## config.mk

```make
export PLATFORM = sky130hd
export DESIGN_NAME = mac_vec_feeder
export DESIGN_NICKNAME = d
export VERILOG_FILES = /design/src/rtl/mac_pkg.sv /design/src/rtl/mac_opbuf.sv /design/src/rtl/mac_vec_feeder.sv
export SDC_FILE = /design/constraint.sdc
export NUM_CORES = 1
export LEC_CHECK = 0
export ABC_AREA = 1
export BUFFER_PORTS_ARGS = -buffer_cell sky130_fd_sc_hd__buf_2
export CORE_MARGIN = 1.5
export CORE_UTILIZATION = 60
export CTS_BUF_LIST = sky130_fd_sc_hd__clkbuf_8
export DETAILED_ROUTE_END_ITERATION = 10
export PLACE_DENSITY = 0.83
export RECOVER_POWER = 100
export SYNTH_ARGS = -nofsm -noshare
export SYNTH_HDL_FRONTEND = slang
export SYNTH_SLANG_ARGS = --single-unit
export TNS_END_PERCENT = 30
```

## constraint.sdc

```tcl
create_clock -name clk -period 2.8 [get_ports clk]
set_input_delay 0.42 -clock clk [delete_from_list [all_inputs] [get_ports clk]]
set_output_delay 0.42 -clock clk [all_outputs]
set_load 0.02 [all_outputs]
```

## src/rtl/mac_pkg.sv

```systemverilog
// Shared constants, state encoding and operand-pair payload for the mac vector feeder.
package mac_pkg;

    localparam int unsigned DW    = 8;
    localparam int unsigned AW    = 16;
    localparam int unsigned DEPTH = 8;
    localparam int unsigned LW    = 4;
    localparam int unsigned PTRW  = $clog2(DEPTH);

    typedef enum logic [2:0] {
        ST_LOAD   = 3'd0,
        ST_CLR    = 3'd1,
        ST_STREAM = 3'd2,
        ST_WAIT   = 3'd3,
        ST_HOLD   = 3'd4
    } state_t;

    typedef struct packed {
        logic [DW-1:0] a;
        logic [DW-1:0] b;
    } pair_t;

endpackage

```

## src/rtl/mac_opbuf.sv

```systemverilog
// Operand-pair register file: one synchronous write port, one combinational read port.
module mac_opbuf #(
    parameter int unsigned DEPTH = 8,
    parameter int unsigned WIDTH = 16,
    parameter int unsigned ABITS = 3
) (
    input  logic             clk,
    input  logic             we,
    input  logic [ABITS-1:0] waddr,
    input  logic [WIDTH-1:0] wdata,
    input  logic [ABITS-1:0] raddr,
    output logic [WIDTH-1:0] rdata
);

    logic [WIDTH-1:0] r_mem [DEPTH];

    // Contents are don't-care after reset, so the array carries no reset.
    always_ff @(posedge clk) begin
        if (we) begin
            r_mem[waddr] <= wdata;
        end
    end

    assign rdata = r_mem[raddr];

endmodule

```

## src/rtl/mac_vec_feeder.sv

```systemverilog
// Buffers a vector of operand pairs, streams it through an external mac and
// returns the captured dot product on a valid/ready result port.
module mac_vec_feeder
    import mac_pkg::*;
(
    input  logic          clk,
    input  logic          r,
    input  logic          in_valid,
    output logic          in_ready,
    input  logic [DW-1:0] in_a,
    input  logic [DW-1:0] in_b,
    input  logic          in_last,
    output logic          mac_clr,
    output logic [DW-1:0] mac_a,
    output logic [DW-1:0] mac_b,
    input  logic [AW-1:0] mac_acc,
    input  logic          mac_of,
    output logic          res_valid,
    input  logic          res_ready,
    output logic [AW-1:0] res_acc,
    output logic          res_of,
    output logic [LW-1:0] res_len,
    output logic          busy
);

    state_t            r_state;
    state_t            w_state_nxt;
    logic [LW-1:0]     r_wptr;
    logic [LW-1:0]     w_wptr_nxt;
    logic [PTRW-1:0]   r_rptr;
    logic [PTRW-1:0]   w_rptr_nxt;
    logic [LW-1:0]     r_res_len;
    logic [LW-1:0]     w_res_len_nxt;
    logic              r_res_valid;
    logic              w_res_valid_nxt;
    logic [AW-1:0]     r_res_acc;
    logic [AW-1:0]     w_res_acc_nxt;
    logic              r_res_of;
    logic              w_res_of_nxt;
    logic              r_in_ready;
    logic              r_busy;

    logic              w_we;
    pair_t             w_wdata;
    pair_t             w_rdata;
    logic              w_mac_clr;
    logic [DW-1:0]     w_mac_a;
    logic [DW-1:0]     w_mac_b;

    mac_opbuf #(
        .DEPTH (DEPTH),
        .WIDTH (2 * DW),
        .ABITS (PTRW)
    ) u_opbuf (
        .clk   (clk),
        .we    (w_we),
        .waddr (r_wptr[PTRW-1:0]),
        .wdata (w_wdata),
        .raddr (r_rptr),
        .rdata (w_rdata)
    );

    always_ff @(posedge clk) begin
        if (!r) begin
            r_state     <= ST_LOAD;
            r_wptr      <= '0;
            r_rptr      <= '0;
            r_res_len   <= '0;
            r_res_valid <= 1'b0;
            r_res_acc   <= '0;
            r_res_of    <= 1'b0;
            r_in_ready  <= 1'b1;
            r_busy      <= 1'b0;
        end else begin
            r_state     <= w_state_nxt;
            r_wptr      <= w_wptr_nxt;
            r_rptr      <= w_rptr_nxt;
            r_res_len   <= w_res_len_nxt;
            r_res_valid <= w_res_valid_nxt;
            r_res_acc   <= w_res_acc_nxt;
            r_res_of    <= w_res_of_nxt;
            r_in_ready  <= (w_state_nxt == ST_LOAD);
            r_busy      <= (w_state_nxt != ST_LOAD);
        end
    end

    // Next-state, pointer and result-capture logic; mac drive is decoded from state.
    always_comb begin
        w_state_nxt     = r_state;
        w_wptr_nxt      = r_wptr;
        w_rptr_nxt      = r_rptr;
        w_res_len_nxt   = r_res_len;
        w_res_valid_nxt = r_res_valid;
        w_res_acc_nxt   = r_res_acc;
        w_res_of_nxt    = r_res_of;
        w_we            = 1'b0;
        w_wdata         = '{a: in_a, b: in_b};
        w_mac_clr       = 1'b0;
        w_mac_a         = '0;
        w_mac_b         = '0;

        case (r_state)
            ST_LOAD: begin
                if (in_valid) begin
                    w_we       = 1'b1;
                    w_wptr_nxt = r_wptr + LW'(1);
                    if (in_last || (r_wptr == LW'(DEPTH - 1))) begin
                        w_res_len_nxt = r_wptr + LW'(1);
                        w_state_nxt   = ST_CLR;
                    end
                end
            end
            ST_CLR: begin
                w_mac_clr   = 1'b1;
                w_rptr_nxt  = '0;
                w_state_nxt = ST_STREAM;
            end
            ST_STREAM: begin
                w_mac_a = w_rdata.a;
                w_mac_b = w_rdata.b;
                if (LW'(r_rptr) == (r_res_len - LW'(1))) begin
                    w_state_nxt = ST_WAIT;
                end else begin
                    w_rptr_nxt = r_rptr + PTRW'(1);
                end
            end
            ST_WAIT: begin
                // Last product lands in the accumulator at the edge opening this cycle.
                w_res_acc_nxt   = mac_acc;
                w_res_of_nxt    = mac_of;
                w_res_valid_nxt = 1'b1;
                w_state_nxt     = ST_HOLD;
            end
            ST_HOLD: begin
                if (res_ready) begin
                    w_res_valid_nxt = 1'b0;
                    w_wptr_nxt      = '0;
                    w_state_nxt     = ST_LOAD;
                end
            end
            default: begin
                w_state_nxt = ST_LOAD;
            end
        endcase
    end

    // The mac must see its clear on the very edge that resets the feeder.
    assign mac_clr   = w_mac_clr | ~r;
    assign mac_a     = w_mac_a;
    assign mac_b     = w_mac_b;
    assign in_ready  = r_in_ready;
    assign busy      = r_busy;
    assign res_valid = r_res_valid;
    assign res_acc   = r_res_acc;
    assign res_of    = r_res_of;
    assign res_len   = r_res_len;

endmodule
```

# ---- Word level (Yosys, flattened, before mapping)
# Memory sizes are Yosys's and may differ from the RTL's. A register that Yosys moved wholly into a read port is not among the register bits.
# Cells that the tools add are included.
# W data, S select, Z words.
dict set report word_totals {
  register_bits 34
  ram_bits 128
  in_bits 38
  out_inout_bits 41
  memories 1
}
# memory words word_bits read_ports rd_ports_with_merged_regs write_ports line_no
set mem_list {}
lappend mem_list {u_opbuf.r_mem 8 16 1 1 1 mac_opbuf.sv:15} ;# logic [WIDTH-1:0] r_mem [DEPTH];
dict set report classes {
  addsub 3
  eq_ne 9
  n_mux 21
  bitwise 2
  reduce_logical 11
}
# op count
set ops {}
lappend ops {{$mux W3} 7}
lappend ops {{$mux W8} 2}
lappend ops {{$pmux W3 S5} 1}
lappend ops {{$mux W4} 2}
lappend ops {{$pmux W4 S2} 1}
lappend ops {{$eq A3 B2 Y1 const B} 2}
lappend ops {{$logic_not A3 Y1} 2}
lappend ops {{$mux W1} 6}
lappend ops {{$ne A2 B2 Y1 const B} 3}
lappend ops {{$pmux W3 S2} 1}
lappend ops {{$reduce_and A3 Y1} 2}
lappend ops {{$reduce_bool A2 Y1} 3}
lappend ops {{$add A4 B1 Y4 const B} 1}
lappend ops {{$eq A3 B4 Y1} 1}
lappend ops {{$eq A4 B3 Y1 const B} 1}
lappend ops {{$reduce_and A2 Y1} 2}
lappend ops {{$sub A4 B1 Y4 const B} 1}
lappend ops {{$add A3 B1 Y3 const B} 1}
lappend ops {{$eq A3 B1 Y1 const B} 1}
lappend ops {{$eq A3 B3 Y1 const B} 1}
lappend ops {{$reduce_bool A3 Y1} 1}
lappend ops {{$pmux W1 S2} 1}
lappend ops {{$logic_or A1 B1 Y1} 1}
lappend ops {{$not A1 Y1} 1}
lappend ops {{$or A1 B1 Y1} 1}

# ---- Depth between registers and ports, before layout
# Gate-level depths: netlist of run 1.
dict set report depth {
  word_depth 6
  mapped_depth 11
}

# ---- Cells and area by module
# Synthesis of run 1 repeated with hierarchy kept, for this count alone.
dict set report hier_totals {
  hier_cells 795
  hier_area_um2 7308.3
}
# module instances cells_per_inst area_each_um2
set by_module_without_submodules {}
lappend by_module_without_submodules {mac_opbuf 1 571 5669.2}
lappend by_module_without_submodules {mac_vec_feeder 1 224 1639.1}

# ---- Worst setup path before layout of run 1
# OpenSTA, ideal clock, no wires.
dict set report synth_timing {
  path_type {register to register}
  from {reg r_state[1]}
  to {mem u_opbuf.r_mem[6][0] (enable)}
  setup_ps 409
  arrival_ps 1974
  required_ps 2391
  slack_ps 416
  path_stages_with_launch 6
  synth_period_minus_slack_ps 2384
  cell_sequence {dfxtp_1 -> nor2_2 -> nand3_4 -> inv_4 -> nand2_1 -> nor3_1}
}
dict set report synth_via {
  elab_chain_cells 4
}
# item line_no
set synth_rtl {}
lappend synth_rtl {{from (decl)} mac_vec_feeder.sv:26} ;# state_t r_state;
lappend synth_rtl {{from (signal assigned)} mac_vec_feeder.sv:75} ;# r_state <= w_state_nxt;
lappend synth_rtl {{$logic_not A3 Y1} mac_vec_feeder.sv:102} ;# case (r_state)
lappend synth_rtl {{$mux W1} mac_vec_feeder.sv:102}
lappend synth_rtl {{$mux W1} mac_opbuf.sv:19} ;# if (we) begin
lappend synth_rtl {{$mux W1 (implied by the code)} mac_opbuf.sv:20} ;# r_mem[waddr] <= wdata;
lappend synth_rtl {{to (decl)} mac_opbuf.sv:15}
# Every way passes these cells.

==> results of run 1 <==
-- routing by layer --
metal | up-vias | part of all wire [%]
met4 | 0 | 1.9
met3 | 31 | 7.0
met2 | 242 | 51
met5 | - | 0
li1 | 2201 | -
met1 | 2256 | 40
-- final cells by class --
class                           instances  area, µm²  share of cell area [%]
Timing Repair Buffer                   92        424                    5.80
Inverter                               26        111                    1.52
Clock inverter                         12       61.3                   0.838
Multi-Input combinational cell        358       1680                    23.0
Sequential cell                       165       4590                    62.7
Clock buffer                           20        275                    3.76
Tap cell                              140        175                    2.39
-- metrics by stage --
step	utilization, %	worst slack [ns]	std cells	instance area, µm²
final	67.8	0.0808	813	7310
after global routing	67.8	0.0166	813	7310
after CTS	69.1	0.0331	813	7460
after detailed placement	66.0	0.533	781	7120
after global placement	66.0	0.610	781	7120
after floorplan	-	0.416	578	6600
-- path summary, 6_finish.rpt --
check                              endpoint  slack (ns)
max                                mac_b[2]        0.08
min                 res_acc[4]$_SDFFE_PN0P_        0.23
max reg2reg  u_opbuf.r_mem[5][11]$_DFFE_PP_        0.41
min reg2reg          res_valid$_SDFFE_PN0P_        0.47
-- logic make-up after synthesis --
group	after synthesis	share of synthesized area, %
simple gates	202	12.7
fa+ha+maj	3	0.569
flops	165	69.4
xor+xnor	3	0.398
buf+inv	55	4.45
compound gates	150	12.4
-- worst register-to-register path, stage by stage (launching register included) --
cell,delay (ns)
dfxtp_1,0.36
nor2_1,0.20
nand3_1,0.28
nor3_1,0.22
clkbuf_1,0.93
-- placed cells by master (no fill, tap or decap), types with 2 or more instances in the layout --
master,n
o21ai_1,37
clkbuf_8,20
edfxtp_1,128
inv_1,20
o22ai_1,16
nor2_1,143
buf_2,25
o21ai_0,68
a31oi_1,16
clkinvlp_2,2
nand3_1,14
buf_4,3
dfxtp_1,36
clkbuf_1,47
xnor2_1,2
inv_2,5
nor3_1,3
nand2_1,33
a21oi_1,12
clkbuf_2,16
clkinv_2,4
ha_1,3
nor2_2,5
inv_4,6
-- power breakdown --
part | total (mW) | internal [mW] | switching (mW) | leakage, nW
Sequential | 2.72 | 2.69 | 0.0330 | 1.46
Clock | 1.49 | 0.668 | 0.817 | 0.199
Combinational | 0.315 | 0.0921 | 0.223 | 0.914
-- registers in the layout (all words and copies together), names as in the netlist, named ones only --
signal	flops
u_opbuf.r_mem	128
res_acc	16
r_wptr	4
res_len	4
r_rptr	3
r_state	3
busy	1
in_ready	1
res_of	1
res_valid	1
-- timing repair --
item                                    4_1_cts  5_1_grt
endpoints found under the hold margin         0        0
endpoints found under the setup margin        0       16
buffers inserted                              0        0
resized for setup                             0        3
==> metrics.txt, run 1 <==
most common cell in the netlist nor2_1; setup TNS 0 ns; ranking of synthesized cells by area edfxtp_1 58%, dfxtp_1 11%, nor2_1 8.0%; WS Path Type reg2out; Min Clock Period, post-route 2.72 ns; # clock sinks 165; CTS Buffer Depth 2; met1 usage 34.1%; die outline area 11600 µm²; crit-path max cell delay 0.67 ns; # diodes 0; post-synthesis async set-or-reset flop share 0%; Hold Crit Start mac_acc[4]; clk_lat worst skew 0.45 ns; CP max stage cell dfxtp_1; Synth Flop Type edfxtp_1; Remaining DRCs 0; wire per inst 17.9 µm; crit-path leading delay family flip-flops; WHS 0.226 ns; largest net degree at the start of global routing 65; CP Cell Sequence buf_4 > o21ai_0 > o22ai_1 > o21ai_1 > a31oi_1 > clkbuf_2; routed wire length 14600 µm; syn_nets 619; RD Place Congestion 0.874; vias in the first global route 4605; area growth from synthesis to layout 10.8%; status finished, final reports clean; share of the synthesized area in the top cell type 58.2%; WHS Path Cells 3; Slew Viols, Final 0; total gr overflow 0; syn_area_per_cell 11.4 µm²; GRT Overall Usage 26.8%; num ports 79; WP data required 2.38 ns; Startpoint Class register; Rel. slew slack 16.7%; Yosys top cell by area edfxtp_1; initial antenna violation count 0; synth cell count leaders 141 x nor2_1, 128 x edfxtp_1, 62 x o21ai_0; Core Box Area 10800 µm²; HP Class in2reg; Final Setup Violations 0; Die W 108 µm; number of DRC markers in iteration 0 702; Tot Pwr 4.52 mW; nets 701; register bit total from synthesis 165; P per Cell Area 619 nW/µm²; Root Buffer Master clkbuf_8; Vias/cell 5.82; Synth Instances 578; Critical Path Fanout Max 13; WP depth 6; Max Clock Skew 0.0166 ns; GR peak layer met2; initial core utilization 61.2%; Port-buffer cells 78; post-synthesis cell type count 32; share of layout cells above drive strength 1 13.8%; Placement Rows 38; DRT Pass-1 Iters 5; r2r startpoint r_state[1]$_SDFF_PN0_; max_cap viols 0; Hold Buf Count CTS 0; met3 Usage GRT 5.87%; synthesized area 6600 µm²; endpoints failing hold 0; crit path capture type primary output; unrepaired setup endpoints after global routing no; die height 108 µm; final period utilization 97.1%; WP buf/inv 2; first-pass GRT wire length 22900 µm; Ys Warns 0; GRT met2 Usage 44.9%; Antenna Nets Post-Route 0; Worst R2R Path Depth 4; via count 4730; H-Tree Depth 4; TritonCTS Buffers 17; fmax 0.368 GHz; Worst Tran Pin Value 1.25 ns; fill count 792; VDD IR max 0.000342 V; part of the Yosys area used for sequential elements 69.4%; HPWL Detailed 8830 µm; CTS tree done; CP arrival 2.30 ns; number of enable flip-flop cells after synthesis 128; clock-pin transition on the worst setup and hold timing paths 0.08 ns; Leak 2.57 nW
No activity file was read; power rests on OpenSTA's default activity.
==> inputs of run 2 (changes only) <==
- SETUP_SLACK_MARGIN: unset -> 0.5
- clock period: 2.8 -> 3.1 ns (I/O delays scaled with it)
==> run 2 against run 1 <==
Compared with the run above: via count down 3.6%; combinational power decreased by 12%; flip-flop and latch count is the same; largest power group unchanged; die area did not move; sequential power decreased by 9.6%; largest cell class unchanged; sequential share of layout area down 0.59 points; clock skew decreased by 0.0079 ns.
==> metrics.txt, run 2 (synthesized netlist as in run 1, its figures left out) <==
status finished, final reports clean; Antenna Nets Post-Route 0 (unchanged); DRT Pass-1 Iters 6 (+1); # diodes 0 (unchanged); met2 WL 7000 µm (-6.6%); Largest register FFs 128 (unchanged); Metal-1 WL 5400 µm (-6.8%); # clock sinks 165 (unchanged); fill count 788 (-0.51%); final period utilization 86.9%; die outline area 11600 µm² (unchanged); setup slack, reg-to-reg 0.47 ns (+0.06 ns); die height 108 µm (unchanged); WP buf/inv 2 (unchanged); Post-CTS Setup Bufs 0 (unchanged); initial antenna violation count 0 (unchanged); Critical Path Fanout Max 64 (+51); largest net degree at the start of global routing 65 (unchanged); crit-path max cell delay 0.49 ns (-0.18 ns); H-Tree Depth 4 (unchanged); Min Clock Period, post-route 2.69 ns; Slew Viols, Final 0 (unchanged); Int Power 3.50 mW (+1.5%); Routed met3 length 1060 µm (+3.4%); HP Class in2reg; Die W 108 µm (unchanged); CTS tree done; Worst Tran Pin Value 1.21 ns (-0.0424 ns); max_cap viols 0 (unchanged); Rel. slew slack 19.5% (+2.8 points); Worst R2R Path Depth 6 (+2); TritonCTS Buffers 17 (unchanged); Vias/cell 5.62 (-3.4%); sequential power share 55.4% (-4.8 points); GRT Overall Usage 24.8% (-1.9 points); Startpoint Class register; most common cell after layout, fill and taps aside nor2_1; Critical Path End mac_b[3]; area growth from synthesis to layout 11.9%; Placement Rows 38 (unchanged); WHS 0.288 ns (+0.0622 ns); share of layout cells above drive strength 1 11.5% (-2.3 points); clk_lat worst skew 0.43 ns (-0.02 ns); VDD IR max 0.000355 V (+3.8%); WS Path Type reg2out; WP data required 2.63 ns (+0.25 ns); r2r startpoint r_state[1]$_SDFF_PN0_; endpoints failing hold 0 (unchanged); P per Cell Area 600 nW/µm² (-3.0%); wire per inst 16.8 µm (-6.6%); number of DRC markers in iteration 0 545 (-22%); via count 4558 (-3.6%); CP arrival 2.23 ns (-0.07 ns); vias in the first global route 4330 (-6.0%); placement-stage cell area 7100 µm² (-0.39%); setup TNS 0 ns (unchanged); design area 7390 µm² (+0.97%); Root Buffer Master clkbuf_8; most frequent cells in the layout 143 x nor2_1, 128 x edfxtp_1, 69 x o21ai_0; Leak 2.55 nW (-0.90%); Remaining DRCs 0 (unchanged); RD Place Congestion 0.838 (-4.1%); unrepaired setup endpoints after global routing yes; CP Cell Sequence inv_4 > nor2_1 > o22ai_1 > o21ai_1 > a31oi_1 > clkbuf_1; CTS Buffer Depth 2 (unchanged); num ports 79 (unchanged); sw frac 21.0% (-2.7 points); nets 699 (-0.29%); P_sw 0.931 mW (-13%); capturing point of the worst reg2reg path u_opbuf.r_mem[6][7]$_DFFE_PP_; clock-pin transition on the worst setup and hold timing paths 0.08 ns (about the same); Port-buffer cells 78 (unchanged); Tot Pwr 4.43 mW (-2.0%); total gr overflow 0 (unchanged); Max Clock Skew 0.00869 ns (-0.00793 ns); clock share of power 38.3% (+5.5 points); HPWL Detailed 8420 µm (-4.6%); Comb power frac 6.3% (-0.7 points); fmax 0.371 GHz; initial core utilization 61.2% (unchanged); crit-path leading delay family buffers and inverters; most flop-heavy register u_opbuf.r_mem; first-pass GRT wire length 21600 µm (-5.8%); Core Box Area 10800 µm² (unchanged); DR top layer met4; crit path capture type primary output; WP depth 6 (unchanged); Final Setup Violations 0 (unchanged); routed wire length 13600 µm (-6.8%); CP max stage cell inv_4
run 2: stage by stage:
stage	std cells	util (%)	setup WS (ns)
after floorplan	578	-	0.716
final	811	68.4	0.406
after detailed placement	779	65.7	0.841
after CTS	811	70.0	0.481
after global routing	811	68.4	0.232
after global placement	779	65.7	0.872
run 2: layout make-up:
| type | instances | area (µm²) | area share [%] |
|---|---|---|---|
| sequential | 165 | 4590 | 62.1 |
| multi-input combinational | 358 | 1670 | 22.7 |
| timing repair buffer | 90 | 388 | 5.25 |
| clock buffer | 19 | 262 | 3.54 |
| clock inverter | 13 | 191 | 2.59 |
| tap | 140 | 175 | 2.37 |
| inverter | 26 | 106 | 1.44 |
run 2: worst reg2reg max path, stage by stage, from the launching register on:
cell and delay [ns]:
dfxtp_1 0.36, nor2_1 0.17, nand3_1 0.25, clkinvlp_2 0.24, nand2_1 0.14, nor3_1 0.21, clkbuf_1 0.87
run 2: how the worst min path moves through the flow:
stage	from	to	slack [ns]	depth (start not counted)
CTS	mac_acc[12]	res_acc[12]$_SDFFE_PN0P_	0.26	3
detailed placement	res_acc[14]$_SDFFE_PN0P_	res_acc[14]$_SDFFE_PN0P_	0.47	2
global route	mac_acc[0]	res_acc[0]$_SDFFE_PN0P_	0.26	3
floorplan	r_wptr[3]$_SDFFE_PN0P_	r_wptr[3]$_SDFFE_PN0P_	0.47	2
global placement	res_valid$_SDFFE_PN0P_	res_valid$_SDFFE_PN0P_	0.45	2
finish	mac_acc[12]	res_acc[12]$_SDFFE_PN0P_	0.29	3
run 2: power groups by stage:
stage / logic, mW / registers, mW / clock network [mW]
2_1_floorplan: 0.193 / 2.51 / 0
3_3_place_gp: 0.284 / 2.50 / 0
3_5_place_dp: 0.296 / 2.51 / 0
4_1_cts: 0.298 / 2.46 / 1.72
5_1_grt: 0.312 / 2.46 / 1.81
6_report: 0.278 / 2.46 / 1.70
run 2: routing by layer:
metal  track usage (%)  up-vias
li1                  -     2197
met1              32.2     2154
met2              41.9      195
met3              6.11       12
met4              6.77        0
met5                 0        -
run 2: what timing repair did:
action / CTS / global route
hold buffers: 0 / 0
resized for setup: 2 / 2
cloned: 0 / 0
endpoints found under the setup margin: 16 / 12
